**config.mk**
```make
export PLATFORM = sky130hd
export DESIGN_NAME = gpio_in_debounce
export DESIGN_NICKNAME = d
export VERILOG_FILES = /design/src/rtl/gpio_in_pkg.sv /design/src/rtl/gpio_in_debounce_bit.sv /design/src/rtl/gpio_in_debounce.sv
export SDC_FILE = /design/constraint.sdc
export NUM_CORES = 1
export LEC_CHECK = 0
export ABC_AREA = 1
export ABC_CLOCK_PERIOD_IN_PS = 1300
export BUFFER_PORTS_ARGS = -buffer_cell sky130_fd_sc_hd__buf_2
export CAP_MARGIN = 20
export CORE_ASPECT_RATIO = 0.6
export CORE_MARGIN = 3
export CORE_UTILIZATION = 40
export DETAILED_ROUTE_END_ITERATION = 10
export PLACE_DENSITY = 0.67
export SYNTH_ARGS = -nofsm -noshare
export SYNTH_HDL_FRONTEND = slang
export SYNTH_SLANG_ARGS = --single-unit
export TNS_END_PERCENT = 5
```
**constraint.sdc**
```tcl
create_clock -name clk -period 1.3 [get_ports clk]
set_input_delay 0.13 -clock clk [delete_from_list [all_inputs] [get_ports clk]]
set_output_delay 0.13 -clock clk [all_outputs]
set_load 0.01 [all_outputs]
```
**src/rtl/gpio_in_pkg.sv**
```systemverilog
// gpio_in_pkg
// Shared constants and helpers for the GPIO input-conditioning block.
//   TICK_DIV_12MHZ_100US : prescaler divide for a 100 us tick at 12 MHz
//   STABLE_TICKS_5MS     : tick count giving a 5 ms accept window
//   clog2()              : ceiling log2, used to size counters
package gpio_in_pkg;

  localparam int TICK_DIV_12MHZ_100US = 1200;
  localparam int STABLE_TICKS_5MS     = 50;

  // Ceiling log2. Callers always pass values >= 2, so the result is never 0.
  function automatic int clog2(input int value);
    int result;
    int v;
    result = 0;
    v      = value - 1;
    while (v > 0) begin
      result = result + 1;
      v      = v >> 1;
    end
    return result;
  endfunction

endpackage

```
**src/rtl/gpio_in_debounce_bit.sv**
```systemverilog
// debounce_bit
// Single-bit synchroniser and debouncer driven by a shared tick.
//   clk, reset : system clock, synchronous active-high reset
//   pin        : raw asynchronous pin level
//   tick       : one-cycle timebase strobe from the shared prescaler
//   level      : debounced level
//   rise, fall : one-cycle strobes coincident with an accepted level change
module debounce_bit
  import gpio_in_pkg::*;
#(
  parameter int   STABLE_TICKS = STABLE_TICKS_5MS,
  parameter logic RESET_VAL    = 1'b0
) (
  input  logic clk,
  input  logic reset,
  input  logic pin,
  input  logic tick,
  output logic level,
  output logic rise,
  output logic fall
);

  localparam int            CW   = clog2(STABLE_TICKS + 1);
  localparam logic [CW-1:0] LAST = CW'(STABLE_TICKS - 1);

  logic          meta;
  logic          sync;
  logic [CW-1:0] count;

  // Two-flop synchroniser followed by the tick counter. Any cycle where the
  // synchronised level agrees with the debounced level wipes the count, so a
  // glitch shorter than the accept window leaves no trace. The count only
  // advances on ticks, and the level flips on the tick that completes the
  // window, with the matching strobe raised on the same edge.
  always_ff @(posedge clk) begin
    if (reset) begin
      meta  <= RESET_VAL;
      sync  <= RESET_VAL;
      level <= RESET_VAL;
      count <= '0;
      rise  <= 1'b0;
      fall  <= 1'b0;
    end else begin
      meta <= pin;
      sync <= meta;
      rise <= 1'b0;
      fall <= 1'b0;
      if (sync == level) begin
        count <= '0;
      end else if (tick) begin
        if (count == LAST) begin
          level <= sync;
          count <= '0;
          rise  <= sync;
          fall  <= ~sync;
        end else begin
          count <= count + 1'b1;
        end
      end
    end
  end

endmodule

```
**src/rtl/gpio_in_debounce.sv**
```systemverilog
// gpio_in_debounce
// Conditions raw board pins for the CPU gpio_i bus: synchronise, debounce
// with a shared prescaled timebase, and raise sticky edge flags plus a
// masked interrupt request.
//   clk, reset : system clock, synchronous active-high reset
//   pins_i     : raw asynchronous pin levels
//   gpio_i     : debounced levels
//   rise, fall : one-cycle strobes on accepted edges
//   irq_en     : per-bit interrupt mask
//   irq_clr    : write-1-to-clear for flags, sampled every cycle
//   flags      : sticky edge flags
//   irq        : registered OR of (flags & irq_en)
module gpio_in_debounce
  import gpio_in_pkg::*;
#(
  parameter int               WIDTH        = 8,
  parameter int               TICK_DIV     = TICK_DIV_12MHZ_100US,
  parameter int               STABLE_TICKS = STABLE_TICKS_5MS,
  parameter logic [WIDTH-1:0] RESET_VAL    = '0
) (
  input  logic             clk,
  input  logic             reset,
  input  logic [WIDTH-1:0] pins_i,
  output logic [WIDTH-1:0] gpio_i,
  output logic [WIDTH-1:0] rise,
  output logic [WIDTH-1:0] fall,
  input  logic [WIDTH-1:0] irq_en,
  input  logic [WIDTH-1:0] irq_clr,
  output logic [WIDTH-1:0] flags,
  output logic             irq
);

  localparam int            PW       = clog2(TICK_DIV);
  localparam logic [PW-1:0] PRE_LAST = PW'(TICK_DIV - 1);

  logic [PW-1:0] prescale;
  logic          tick;

  // Free-running prescaler; pin activity never restarts it, so the accept
  // latency varies by up to one tick period with its phase.
  always_ff @(posedge clk) begin
    if (reset) begin
      prescale <= '0;
    end else if (prescale == PRE_LAST) begin
      prescale <= '0;
    end else begin
      prescale <= prescale + 1'b1;
    end
  end

  assign tick = (prescale == PRE_LAST);

  for (genvar i = 0; i < WIDTH; i++) begin : g_bit
    debounce_bit #(
      .STABLE_TICKS (STABLE_TICKS),
      .RESET_VAL    (RESET_VAL[i])
    ) u_bit (
      .clk   (clk),
      .reset (reset),
      .pin   (pins_i[i]),
      .tick  (tick),
      .level (gpio_i[i]),
      .rise  (rise[i]),
      .fall  (fall[i])
    );
  end

  // Sticky flags: a new edge wins over a simultaneous clear so no event is
  // lost. irq is taken from the registered flags, trailing them by a cycle.
  always_ff @(posedge clk) begin
    if (reset) begin
      flags <= '0;
      irq   <= 1'b0;
    end else begin
      flags <= (flags & ~irq_clr) | rise | fall;
      irq   <= |(flags & irq_en);
    end
  end

endmodule

```
Word level (Yosys, flattened, before mapping)
Cells that the tools add are included.
{"block": "totals", "input_bits": 26, "ff_bits": 108, "wordCells": 141}
{"block": "op_classes", "bitwise_logic": 30, "n_addsub": 9, "muxes": 8, "n_eq_ne": 17, "n_reduce_logical": 26}
{"cell": "$add 6x1->6 const B", "n": 8}
{"cell": "$eq 6x6->1 const B", "n": 8}
{"cell": "$mux 6", "n": 8}
{"cell": "$reduce_or 4->1", "n": 8}
{"cell": "$not 1->1", "n": 25}
{"cell": "$reduce_and 3->1", "n": 8}
{"cell": "$reduce_or 2->1", "n": 9}
{"cell": "$and 8x8->8", "n": 2}
{"cell": "$or 8x8->8", "n": 2}
{"cell": "$add 11x1->11 const B", "n": 1}
{"cell": "$eq 11x11->1 const B", "n": 1}
{"cell": "$eq 1x1->1", "n": 8}
{"cell": "$not 8->8", "n": 1}
{"cell": "$reduce_or 8->1", "n": 1}

Depth between registers and ports, before layout
{"block": "depth", "depth_word": 4, "depth_mapped": 10, "ltp_nobuf": 9}

Modules after synthesis
Synthesis repeated with hierarchy kept, for this count alone.
{"block": "hier_totals", "cells_unflattened": 652, "hier_area_um2": 4877.2}
{"mod": "debounce_bit", "n_inst": 8, "cells_per_inst": 65, "area_each_um2": 496.7, "seq_area_each_um2": 220.2}
{"mod": "gpio_in_debounce", "n_inst": 1, "cells_per_inst": 132, "area_each_um2": 903.4, "seq_area_each_um2": 400.4}

Worst setup path before layout
OpenSTA, ideal clock, no wires.
{"block": "synth_timing", "path_kind": "reg-to-reg", "startpoint": "register prescale[0]", "endpoint": "register g_bit[1].u_bit.count[1]", "period_less_slack_ns": 1.441, "path_stages_with_launch": 11, "arrival_ns": 1.320, "setup_time_ns": 0.120, "slack_ns": -0.141, "cell_sequence": "dfxtp_1 ha_1 nand2_1 inv_2 nand3_2 nor2_4 buf_6 buf_6 o21ai_0 o21ai_0 nor2_1"}
{"block": "synth_via", "elab_chain_cells": 1}
{"element": "start, declared", "line_no": "gpio_in_debounce.sv:36", "source": "logic [PW-1:0] prescale;"}
{"element": "start signal, assigned", "line_no": "gpio_in_debounce.sv:47", "source": "prescale <= prescale + 1'b1;"}
{"element": "$eq 11x11->1", "line_no": "gpio_in_debounce.sv:51", "source": "assign tick = (prescale == PRE_LAST);"}
{"element": "end signal, assigned", "line_no": "gpio_in_debounce_bit.sv:57", "source": "count <= count + 1'b1;"}
{"element": "end, declared", "line_no": "gpio_in_debounce_bit.sv:28", "source": "logic [CW-1:0] count;"}
Every way passes these cells.
A chain may end at the register's enable or synchronous reset.

Worst setup path after layout
{"block": "layout_timing", "startpoint": "register prescale[0]", "endpoint": "register g_bit[2].u_bit.count[2]"}
{"block": "layout_via", "elab_chain_cells": 1}
{"element": "$eq 11x11->1", "line_no": "gpio_in_debounce.sv:51"}
{"element": "end signal, assigned", "line_no": "gpio_in_debounce_bit.sv:57"}
{"element": "end, declared", "line_no": "gpio_in_debounce_bit.sv:28"}
Every way passes these cells.

==> impl_results.html <==
<table>
<tr><th>Metric</th><th>Value</th></tr>
<tr><th colspan="2">Detailed routing</th></tr>
<tr><td>Per-cell routed wire length</td><td>roughly 13 um</td></tr>
<tr><td>Metal3 WL</td><td>approximately 610 um</td></tr>
<tr><td>Max layer used</td><td>met4</td></tr>
<tr><td>Length of routed met2 wiring</td><td>5240 um</td></tr>
<tr><td>Residual DRC count</td><td>0</td></tr>
<tr><td>Drt total wl</td><td>between 10,000 and 15,000 um</td></tr>
<tr><td>TritonRoute pass-1 iters</td><td>4</td></tr>
<tr><td>Post-DRT Antenna Nets</td><td>0</td></tr>
<tr><td>Post-Route M1 WL</td><td>around 5800 um</td></tr>
<tr><td>Routed vias</td><td>between 4,000 and 5,000</td></tr>
<tr><td>Starting DRT DRC Count</td><td>roughly 320</td></tr>
<tr><td>Number of vias per cell</td><td>4.76</td></tr>
<tr><th colspan="2">Place</th></tr>
<tr><td>Weighted congestion at the end of routability-driven global placement</td><td>0.859</td></tr>
<tr><td>Placed standard-cell area</td><td>5640 um2</td></tr>
<tr><td>Pre-CTS setup slack</td><td>-275 ps</td></tr>
<tr><td>Number of buffers inserted by port buffering</td><td>58</td></tr>
<tr><td>DP HPWL</td><td>approximately 8300 um</td></tr>
<tr><th colspan="2">Floorplan</th></tr>
<tr><td>Die Y</td><td>between 90 and 100 um</td></tr>
<tr><td>Die width</td><td>149 um</td></tr>
<tr><td>Number of rows in the core area</td><td>30</td></tr>
<tr><td>DIE AREA</td><td>13,700 um2</td></tr>
<tr><td>Area of the core</td><td>between 10,000 and 15,000 um2</td></tr>
<tr><td>Number of top-level pins</td><td>59</td></tr>
<tr><td>Starting density of the core</td><td>0.422</td></tr>
<tr><th colspan="2">CTS</th></tr>
<tr><td>Clock slew at the register clock pins of the worst setup and hold paths</td><td>around 70 ps</td></tr>
<tr><td>Number of buffers between clock root and the deepest sink</td><td>2</td></tr>
<tr><td>Clock tree from TritonCTS</td><td>yes</td></tr>
<tr><td>Clock buffers created by TritonCTS</td><td>9</td></tr>
<tr><td>Clock network latency to the later pin of the worst-skew pair</td><td>approximately 340 ps</td></tr>
<tr><td>Clock tree root driver cell</td><td>sky130_fd_sc_hd__clkbuf_16</td></tr>
<tr><td>Deepest level of the CTS H-tree</td><td>3</td></tr>
<tr><td>TritonCTS sink count</td><td>between 100 and 150</td></tr>
<tr><th colspan="2">Synthesis</th></tr>
<tr><td>Post-synthesis cell count</td><td>approximately 660</td></tr>
<tr><td>Post-synthesis sequential area ratio</td><td>0.440</td></tr>
<tr><td>Share of the synthesized area in compound gates (AO/OA/AOI/OAI)</td><td>0.0851</td></tr>
<tr><td>Combinational family with the most area after synthesis</td><td>simple AND/OR/NAND/NOR gates</td></tr>
<tr><td>Syn nets</td><td>roughly 710</td></tr>
<tr><td>Netlist area before placement</td><td>4910 um2</td></tr>
<tr><td>Synth top area cells</td><td>sky130_fd_sc_hd__dfxtp_1 44%, sky130_fd_sc_hd__nand2_1 10%, sky130_fd_sc_hd__nor2_1 6.3%, sky130_fd_sc_hd__inv_1 6.0%, sky130_fd_sc_hd__a21oi_1 5.9%</td></tr>
<tr><td>Number of distinct library cell variants in the gate-level netlist after synthesis</td><td>25</td></tr>
<tr><td>Post-Synth Simple-Gate Area</td><td>0.292</td></tr>
<tr><td>Fraction of the mapped netlist area in adder cells</td><td>0.0433</td></tr>
<tr><td>Syn avg cell area</td><td>between 7 and 8 um2</td></tr>
<tr><td>Synthesis Warnings</td><td>0</td></tr>
<tr><td>Share of the synthesized area in the top cell type</td><td>0.440</td></tr>
<tr><td>Multiplexer fraction of the synthesized cell area</td><td>0</td></tr>
<tr><td>Count of state elements after synthesis</td><td>roughly 110</td></tr>
<tr><td>Synth area leader</td><td>sky130_fd_sc_hd__dfxtp_1</td></tr>
<tr><td>Synthesized-area fraction occupied by xor and xnor cells</td><td>0.0214</td></tr>
<tr><th colspan="2">GRT</th></tr>
<tr><td>Global-route wire length before repair</td><td>slightly below 20,000 um</td></tr>
<tr><td>Global routing usage summed across all routing layers</td><td>0.175</td></tr>
<tr><td>Antenna violations before repair</td><td>0</td></tr>
<tr><td>Largest net degree at the start of global routing</td><td>17</td></tr>
<tr><td>Total congestion overflow</td><td>0</td></tr>
<tr><td>Via count of the first global-routing pass</td><td>~4,300</td></tr>
<tr><th colspan="2">Timing</th></tr>
<tr><td>Setup clock skew after layout</td><td>7.52 ps</td></tr>
<tr><td>RSZ-0062 raised after global routing</td><td>true</td></tr>
<tr><td>Final Cycle Share</td><td>1.17</td></tr>
<tr><td>Transition time of the tightest slew-check pin</td><td>between 500 and 600 ps</td></tr>
<tr><td>Final max-slew violation count</td><td>0</td></tr>
<tr><td>Hold Vio Cnt, Final</td><td>0</td></tr>
<tr><td>Final Setup Violations</td><td>83</td></tr>
<tr><td>Max Freq</td><td>roughly 0.66 GHz</td></tr>
<tr><td>Final Critical Period</td><td>~1500 ps</td></tr>
<tr><td>Relative slew slack</td><td>0.612</td></tr>
<tr><td>Fin worst setup slack</td><td>-215 ps</td></tr>
<tr><th colspan="2">Critical path</th></tr>
<tr><td>Worst path arrival time</td><td>about 1700 ps</td></tr>
<tr><td>Worst EP required</td><td>between 1500 and 2000 ps</td></tr>
<tr><td>Critical path startpoint category</td><td>flop</td></tr>
<tr><td>Crit. End Element</td><td>flop</td></tr>
<tr><td>Worst path buffer plus inverter count</td><td>4</td></tr>
<tr><td>Slowest cell on the critical path</td><td>sky130_fd_sc_hd__dfxtp_2</td></tr>
<tr><td>Gate family responsible for the most delay along the worst path</td><td>buffers and inverters</td></tr>
<tr><td>Critical-path cell list</td><td>ha_4, nand2_2, inv_2, nand3_4, nor2_4, buf_6, buf_12, buf_12, nand3_2, nand3_2, nor2_1</td></tr>
<tr><td>Biggest cell delay along the critical path</td><td>approximately 370 ps</td></tr>
<tr><td>Critical path type</td><td>reg -&gt; reg</td></tr>
<tr><td>CP Max Fanout</td><td>6</td></tr>
<tr><th colspan="2">Worst hold path</th></tr>
<tr><td>Worst hold-check path type</td><td>in -&gt; reg</td></tr>
<tr><th colspan="2">Status</th></tr>
<tr><td>Result of the run</td><td>complete, but fails checks</td></tr>
<tr><td>Violated checks</td><td>negative setup slack</td></tr>
<tr><th colspan="2">Finish</th></tr>
<tr><td>Final net count</td><td>810</td></tr>
<tr><td>Final core area utilization</td><td>0.550</td></tr>
<tr><td>Antenna cell count</td><td>0</td></tr>
<tr><td>Share of post-route cells with drive strength above 1</td><td>0.275</td></tr>
<tr><td>Cell area after layout</td><td>around 6400 um2</td></tr>
<tr><td>Relative area change from synthesis to final layout</td><td>30.3%</td></tr>
<tr><th colspan="2">Power</th></tr>
<tr><td>Sequential Power Share</td><td>0.518</td></tr>
<tr><td>Leakage dissipation</td><td>~0.0027 uW</td></tr>
<tr><td>Clk pwr share</td><td>0.451</td></tr>
<tr><td>Sw Pwr</td><td>about 1300 uW</td></tr>
<tr><td>Switching fraction of total power</td><td>0.203</td></tr>
<tr><td>Power share of the combinational group</td><td>0.032</td></tr>
<tr><td>Post-layout total power</td><td>approximately 6500 uW</td></tr>
<tr><td>Maximum resistive drop on vdd</td><td>0.000811 V</td></tr>
<tr><td>Power Density</td><td>1010 nW/um2</td></tr>
<tr><td>Internal portion of total power</td><td>between 5000 and 6000 uW</td></tr>
<tr><th colspan="2">Run</th></tr>
<tr><td>Maxcap violations</td><td>0</td></tr>
</table>
kinds of logic (layout without fill, tap and decap cells):
family | Yosys count | in the layout
simple gates | 325 | 325
fa+ha+maj | 17 | 17
flops | 108 | 108
compound gates | 82 | 82
buf+inv | 120 | 227
xor+xnor | 12 | 12
final cells by class:
cell class	instances	area, um2
Tap cell	160	200
Multi-Input combinational cell	436	2370
Clock inverter	4	73.8
Inverter	81	307
Sequential cell	108	2160
Clock buffer	11	243
Fill cell	1082	5240
Timing Repair Buffer	131	1040
repair_timing:
action                                  4_1_cts  5_1_grt
endpoints found under the setup margin       83       83
gates resized for setup                      41       30
endpoints found under the hold margin         8        0
setup buffers                                 5        0
pin swaps                                     9        9
hold buffers                                  8        0
cloned                                        2        2
routing by layer:
| layer | global-route usage | up-vias |
|---|---|---|
| met1 | 0.235 | 2021 |
| li1 | - | 2305 |
| met5 | 0 | - |
| met3 | 0.0484 | 20 |
| met4 | 0.0404 | 0 |
| met2 | 0.280 | 85 |
placed cells by master (no fill, tap or decap), types with 2 or more instances in the layout:
cell,netlist,layout
sky130_fd_sc_hd__a21oi_1,58,46
sky130_fd_sc_hd__a21oi_2,0,12
sky130_fd_sc_hd__a221oi_1,2,2
sky130_fd_sc_hd__buf_12,0,6
sky130_fd_sc_hd__buf_16,0,2
sky130_fd_sc_hd__buf_2,4,58
sky130_fd_sc_hd__buf_4,27,48
sky130_fd_sc_hd__buf_6,3,6
sky130_fd_sc_hd__bufinv_16,0,2
sky130_fd_sc_hd__clkbuf_16,0,11
sky130_fd_sc_hd__dfxtp_1,108,106
sky130_fd_sc_hd__dfxtp_2,0,2
sky130_fd_sc_hd__dlygate4sd3_1,0,8
sky130_fd_sc_hd__ha_1,17,16
sky130_fd_sc_hd__inv_1,78,78
sky130_fd_sc_hd__inv_2,3,2
sky130_fd_sc_hd__nand2_1,133,120
sky130_fd_sc_hd__nand2_2,0,12
sky130_fd_sc_hd__nand3_1,54,48
sky130_fd_sc_hd__nand3_2,8,13
sky130_fd_sc_hd__nand4_1,10,10
sky130_fd_sc_hd__nor2_1,83,79
sky130_fd_sc_hd__nor2_2,0,3
sky130_fd_sc_hd__nor2_4,1,2
sky130_fd_sc_hd__nor3_1,21,13
sky130_fd_sc_hd__nor3_2,0,8
sky130_fd_sc_hd__o21ai_0,19,3
sky130_fd_sc_hd__o21ai_1,3,15
sky130_fd_sc_hd__o21ai_2,0,4
sky130_fd_sc_hd__or2_2,13,13
sky130_fd_sc_hd__xnor2_1,4,4
sky130_fd_sc_hd__xor2_1,8,8
flip-flops by register name, summed over array words and instances, names as in the netlist:
signal	cells
flags	8
g_bit.u_bit.count	48
g_bit.u_bit.fall	8
g_bit.u_bit.level	8
g_bit.u_bit.meta	8
g_bit.u_bit.rise	8
g_bit.u_bit.sync	8
irq	1
prescale	11
cells in the mapped netlist:
cell type and count:
sky130_fd_sc_hd__a21oi_1 58, sky130_fd_sc_hd__a221oi_1 2, sky130_fd_sc_hd__buf_1 2, sky130_fd_sc_hd__buf_2 4, sky130_fd_sc_hd__buf_4 27, sky130_fd_sc_hd__buf_6 3, sky130_fd_sc_hd__clkbuf_1 3, sky130_fd_sc_hd__dfxtp_1 108
sky130_fd_sc_hd__ha_1 17, sky130_fd_sc_hd__inv_1 78, sky130_fd_sc_hd__inv_2 3, sky130_fd_sc_hd__nand2_1 133, sky130_fd_sc_hd__nand3_1 54, sky130_fd_sc_hd__nand3_2 8, sky130_fd_sc_hd__nand3b_1 1, sky130_fd_sc_hd__nand4_1 10
sky130_fd_sc_hd__nor2_1 83, sky130_fd_sc_hd__nor2_4 1, sky130_fd_sc_hd__nor3_1 21, sky130_fd_sc_hd__o21ai_0 19, sky130_fd_sc_hd__o21ai_1 3, sky130_fd_sc_hd__or2_2 13, sky130_fd_sc_hd__or3_1 1, sky130_fd_sc_hd__xnor2_1 4
sky130_fd_sc_hd__xor2_1 8
stage by stage:
stage | TNS, ps | std cells | hold slack (ps)
after floorplan | -1370 | 664 | 237
after CTS | -10600 | 929 | 22.0
final | -11440 | 931 | 28.7
after global routing | -18710 | 931 | 45.2
after global placement | -12540 | 899 | 331
after detailed placement | -14900 | 899 | 338
worst reg2reg max path, delay by kind of cell, from the launching register on:
family / cells / cell delay, ps
DFF: 1 / 370
and+or+nand+nor: 6 / 400
buffers and inverters: 4 / 480
adders and majority gates: 1 / 150
power by group through the flow:
stage | sequential [uW] | clock [uW] | combinational, uW
final | 3360 | 2920 | 205
after global routing | 3360 | 3100 | 230
after CTS | 3360 | 2970 | 203
after detailed placement | 3440 | 0 | 178
after global placement | 3430 | 0 | 170
after floorplan | 3430 | 0 | 77.3
final timing paths:
check,from,end,slack (ps),depth (start not counted)
setup / recovery,prescale[0],g_bit[2].u_bit.count[2],-220,11
hold / removal,irq_clr[1],flags[1],30,4
setup reg to reg,prescale[0],g_bit[2].u_bit.count[2],-220,11
hold reg to reg,g_bit[2].u_bit.meta,g_bit[2].u_bit.sync,400,2
Power figures use the tool's default switching activity.
